**src/rtl/pulse_stream_capture.sv**
```systemverilog
// rtl/pulse_stream_capture.sv - captures one serial frame and reports pattern, ones, rises and longest run
module pulse_stream_capture #(
    parameter int WIDTH       = 16,
    parameter int START_DELAY = 1
) (
    input  logic                       clock,
    input  logic                       reset,
    input  logic                       start,
    input  logic                       pulse_in,
    output logic                       busy,
    output logic                       result_valid,
    input  logic                       result_ready,
    output logic [WIDTH-1:0]           pattern,
    output logic [$clog2(WIDTH+1)-1:0] ones_count,
    output logic [$clog2(WIDTH+1)-1:0] rise_count,
    output logic [$clog2(WIDTH+1)-1:0] max_run
);

    localparam int CW = $clog2(WIDTH + 1);
    localparam int BW = $clog2(WIDTH);
    localparam int DW = $clog2(START_DELAY + 2);

    typedef enum logic [1:0] {IDLE, WAIT, CAPTURE, DONE} state_t;

    state_t           state_q;
    logic [DW-1:0]    dly_q;
    logic [BW-1:0]    bit_q;
    logic [WIDTH-1:0] pattern_q;
    logic [CW-1:0]    ones_q;
    logic [CW-1:0]    rise_q;
    logic [CW-1:0]    run_q;
    logic [CW-1:0]    max_q;
    logic             busy_q;
    logic             valid_q;

    logic [CW-1:0]    run_d;
    logic [CW-1:0]    max_d;

    always_comb begin
        run_d = pulse_in ? run_q + CW'(1) : '0;
        max_d = (run_d > max_q) ? run_d : max_q;
    end

    always_ff @(posedge clock or posedge reset) begin
        if (reset) begin
            state_q   <= IDLE;
            dly_q     <= '0;
            bit_q     <= '0;
            pattern_q <= '0;
            ones_q    <= '0;
            rise_q    <= '0;
            run_q     <= '0;
            max_q     <= '0;
            busy_q    <= 1'b0;
            valid_q   <= 1'b0;
        end else begin
            case (state_q)
                IDLE: begin
                    if (start) begin
                        ones_q <= '0;
                        rise_q <= '0;
                        run_q  <= '0;
                        max_q  <= '0;
                        bit_q  <= '0;
                        busy_q <= 1'b1;
                        if (START_DELAY == 0) begin
                            state_q <= CAPTURE;
                        end else begin
                            state_q <= WAIT;
                            dly_q   <= DW'(START_DELAY);
                        end
                    end
                end
                WAIT: begin
                    dly_q <= dly_q - DW'(1);
                    if (dly_q == DW'(1)) begin
                        state_q <= CAPTURE;
                    end
                end
                CAPTURE: begin
                    pattern_q <= {pattern_q[WIDTH-2:0], pulse_in};
                    ones_q    <= ones_q + {{(CW-1){1'b0}}, pulse_in};
                    // The first sample has no predecessor inside the frame, so it never counts as a rise.
                    if (pulse_in && !pattern_q[0] && (bit_q != '0)) begin
                        rise_q <= rise_q + CW'(1);
                    end
                    run_q <= run_d;
                    max_q <= max_d;
                    bit_q <= bit_q + BW'(1);
                    if (bit_q == BW'(WIDTH - 1)) begin
                        state_q <= DONE;
                        busy_q  <= 1'b0;
                    end
                end
                DONE: begin
                    // valid rises one edge after entry; the handshake only counts once it is visible.
                    if (valid_q && result_ready) begin
                        valid_q <= 1'b0;
                        state_q <= IDLE;
                    end else begin
                        valid_q <= 1'b1;
                    end
                end
                default: state_q <= IDLE;
            endcase
        end
    end

    assign busy         = busy_q;
    assign result_valid = valid_q;
    assign pattern      = pattern_q;
    assign ones_count   = ones_q;
    assign rise_count   = rise_q;
    assign max_run      = max_q;

endmodule

```
**config.mk**
```make
export PLATFORM = sky130hd
export DESIGN_NAME = pulse_stream_capture
export DESIGN_NICKNAME = d
export VERILOG_FILES = /design/src/rtl/pulse_stream_capture.sv
export SDC_FILE = /design/constraint.sdc
export NUM_CORES = 1
export LEC_CHECK = 0
export ABC_AREA = 1
export CAP_MARGIN = 0
export CORE_ASPECT_RATIO = 0.75
export CORE_MARGIN = 3
export CORE_UTILIZATION = 53
export DETAILED_ROUTE_END_ITERATION = 6
export GPL_TIMING_DRIVEN = 1
export PLACE_DENSITY = 0.79
export SETUP_SLACK_MARGIN = 0.2
export SYNTH_ARGS = -nofsm -noshare
export SYNTH_HDL_FRONTEND = slang
export SYNTH_SLANG_ARGS = --single-unit
```
**constraint.sdc**
```tcl
create_clock -name clock -period 2.3 [get_ports clock]
set_input_delay 0.345 -clock clock [delete_from_list [all_inputs] [get_ports clock]]
set_output_delay 0.345 -clock clock [all_outputs]
set_load 0.01 [all_outputs]
```
==> impl_metrics.yaml <==
status:
  status: "complete, no violations"
worst_setup_path:
  arrival_ns: 2.21
  start_kind: "flip-flop"
  end_kind: "flip-flop"
  required_ns: 2.50
  crit_fanout: 6
  path_class: "flip-flop to flip-flop"
routing:
  wirelength_um: 5170
  wl_per_cell_um: 13.4
  vias_per_cell: 5.17
  num_vias: 1989
  final_antenna_net_count: 0
  drt_iter0_markers: 153
  drtPass1Iterations: 5
  drc_errors: 0
power:
  power_frac_clock: 0.159
  seq_power_share: 0.352
  p_int_mw: 2.17
  leakage_nw: 1.48
  powerDensity_nw_per_um2: 1250
  swShare: 0.413
  p_switching_mw: 1.53
  total_power_mw: 3.70
  ir_drop_uv: 639
  comb_power_share: 0.489
clocking:
  ctsHoldBuffers: 0
  cts_sinks: 46
  ctsHtreeMaxLevel: 2
  insertion_delay_ns: 0.30
  clockBufferDepth: 2
  clockRootBuffer: "clkbuf_8"
  clkTransAtPathRegs_ns: 0.08
  cts_tree: "yes"
  cts_buffers: 5
timing:
  layout_min_cycle_time_ns: 2.01
  fmax_mhz: 497
  tns_ns: 0
  hold_viol: 0
  rsz0062_at_grt: "no"
  setup_ws_ns: 0.290
  fin_crit_sh: 0.874
  setup_violations: 0
  fin_skew_ns: 0.00589
  tightest_slew_ns: 0.580
  slew_headroom: 0.613
  drv_slew: 0
place:
  gp_congestion: 0.859
  dp.cells: 375
  portBuffers: 37
  dp_hpwl_um: 3470
  preCtsSetupSlack_ns: 0.0783
  placed_cell_area_sq_um: 2790
floorplanning:
  dieHeight_um: 63.5
  die_w_um: 82.7
  core_sq_um: 4150
  die_area_sq_um: 5260
  initial_core_util: 0.563
  num_rows: 20
  ios: 38
synthesis:
  syn_inst: 285
  synthTopCellsByArea: "dfrtp_1, nand2_1, ha_1"
  syn_area_per_cell_sq_um: 8.21
  yosys_register_bits: 46
  syn-num-nets: 307
  yosysTopAreaCellShare: 0.492
  synth_cell_type_count: 22
  yosysSeqAreaShare: 0.492
  synth.largest_area_cell: "dfrtp_1"
  ys_warn_count: 0
  netlist_area_sq_um: 2340
hold_path:
  hold_path_class: "input port to async pin"
global_routing:
  grt_pass1_vias: 1884
  grt_pass1_wl_um: 8620
  grt_use_total: 0.211
  antenna_found_initial: 0
  overflow: 0
  grt_max_degree: 47
layout:
  stdcell_count: 385
  n_antenna_cell: 0
  final_area_sq_um: 2960
  drive_gt1_frac: 0.0909
  nNetsFinal: 351
  areaGrowthSynthToFinish_pct: 26.5
flow_run:
  maxCapViolCount: 0
==> repair_timing <==
action / CTS / global route
hold endpoints to repair: 0 / 0
endpoints found under the setup margin: 5 / 5
resized for setup: 2 / 9
pin swaps: 1 / 3
buffers inserted: 0 / 2
==> registers in the layout, summed over array words and instances (netlist names) <==
register,flops
pattern,16
max_run,5
ones_count,5
rise_count,5
run_q,5
bit_q,4
dly_q,2
state_q,2
busy,1
result_valid,1
==> path summary, 6_finish.rpt <==
path                                               from                   endpoint  slack [ns]  cells past startpoint
max in group asynchronous                         reset       run_q[0]$_DFFE_PP0P_        1.39                      3
worst max-delay path               run_q[0]$_DFFE_PP0P_     max_run[1]$_DFFE_PP0P_        0.29                     14
min in group clock              pattern[11]$_DFFE_PP0P_    pattern[11]$_DFFE_PP0P_        0.50                      2
worst min-delay path                              reset  ones_count[4]$_DFFE_PP0P_        0.48                      3
worst max register to register     run_q[0]$_DFFE_PP0P_     max_run[1]$_DFFE_PP0P_        0.29                     14
worst min register to register  pattern[11]$_DFFE_PP0P_    pattern[11]$_DFFE_PP0P_        0.50                      2
==> cells by family (layout without fill, tap and decap cells) <==
| logic type | count (synthesis) | in the layout | synth area share |
|---|---|---|---|
| AOI/OAI and AO/OA | 29 | 29 | 0.0711 |
| xor gates and xnor gates | 4 | 4 | 0.0150 |
| and+or+nand+nor | 148 | 148 | 0.264 |
| buffers and inverters | 41 | 86 | 0.0674 |
| DFF | 46 | 46 | 0.492 |
| adders and majority gates | 17 | 17 | 0.0909 |
==> cells in the mapped netlist <==
library cell,count
nand2_1,94
dfrtp_1,46
inv_1,32
nand3_1,25
ha_1,17
nor2_1,16
o21ai_0,16
nand4_1,6
a21oi_1,5
nand2_2,5
xor2_1,4
buf_2,3
o21ai_1,3
buf_1,2
clkbuf_1,2
inv_2,2
nor3_1,2
a21boi_0,1
a21oi_4,1
a31oi_1,1
o21ai_2,1
o21bai_1,1
==> metal layers <==
layer  share of wire  up-vias  GRT usage
met4           0.010        0     0.0388
met3           0.051        9     0.0586
li1                -      991          -
met2            0.46       62      0.318
met5               0        -          0
met1            0.48      927      0.305
==> worst max-delay path, cell delays in order (launching register included) <==
cell     delay [ns]
dfrtp_2        0.43
ha_4           0.17
nand3_1        0.09
nand2_1        0.10
nand3_1        0.07
inv_1          0.14
ha_4           0.23
nand2_2        0.09
inv_1          0.06
nand2_1        0.09
nand3_2        0.12
nand2_4        0.12
nand2_1        0.08
nand2_1        0.07
nand2_1        0.04
==> area by class of cell <==
type,count,area [sq um]
fill,315,1190
sequential,46,1150
multi-input combinational,198,1080
timing repair buffer,44,423
inverter,34,128
clock buffer,7,76.3
tap,55,68.8
clock inverter,1,30.0
==> metrics by stage <==
step / util / hold WS [ns]
2_1_floorplan: - / 0.456
3_3_place_gp: 0.671 / 0.470
3_5_place_dp: 0.671 / 0.485
4_1_cts: 0.698 / 0.509
5_1_grt: 0.712 / 0.533
6_report: 0.712 / 0.484
==> placed cells by master, fill, tap and decap left out, types with 2 or more instances in the layout <==
cell / Yosys / routed
a21oi_1: 5 / 4
buf_4: 0 / 7
clkbuf_1: 2 / 2
clkbuf_8: 0 / 5
clkdlybuf4s50_1: 0 / 37
dfrtp_1: 46 / 44
dfrtp_2: 0 / 2
ha_1: 17 / 15
ha_4: 0 / 2
inv_1: 32 / 31
inv_2: 2 / 2
nand2_1: 94 / 93
nand2_2: 5 / 5
nand3_1: 25 / 24
nand4_1: 6 / 6
nor2_1: 16 / 15
nor3_1: 2 / 2
o21ai_0: 16 / 16
o21ai_1: 3 / 3
xor2_1: 4 / 4
==> power by group through the flow <==
stage | registers (mW) | clock network [mW] | logic [mW]
5_1_grt | 1.34 | 0.645 | 2.02
4_1_cts | 1.29 | 0.597 | 1.74
2_1_floorplan | 1.35 | 0 | 0.974
3_5_place_dp | 1.30 | 0 | 1.70
3_3_place_gp | 1.29 | 0 | 1.65
6_report | 1.30 | 0.588 | 1.81
(Power assumes the default switching activity.)
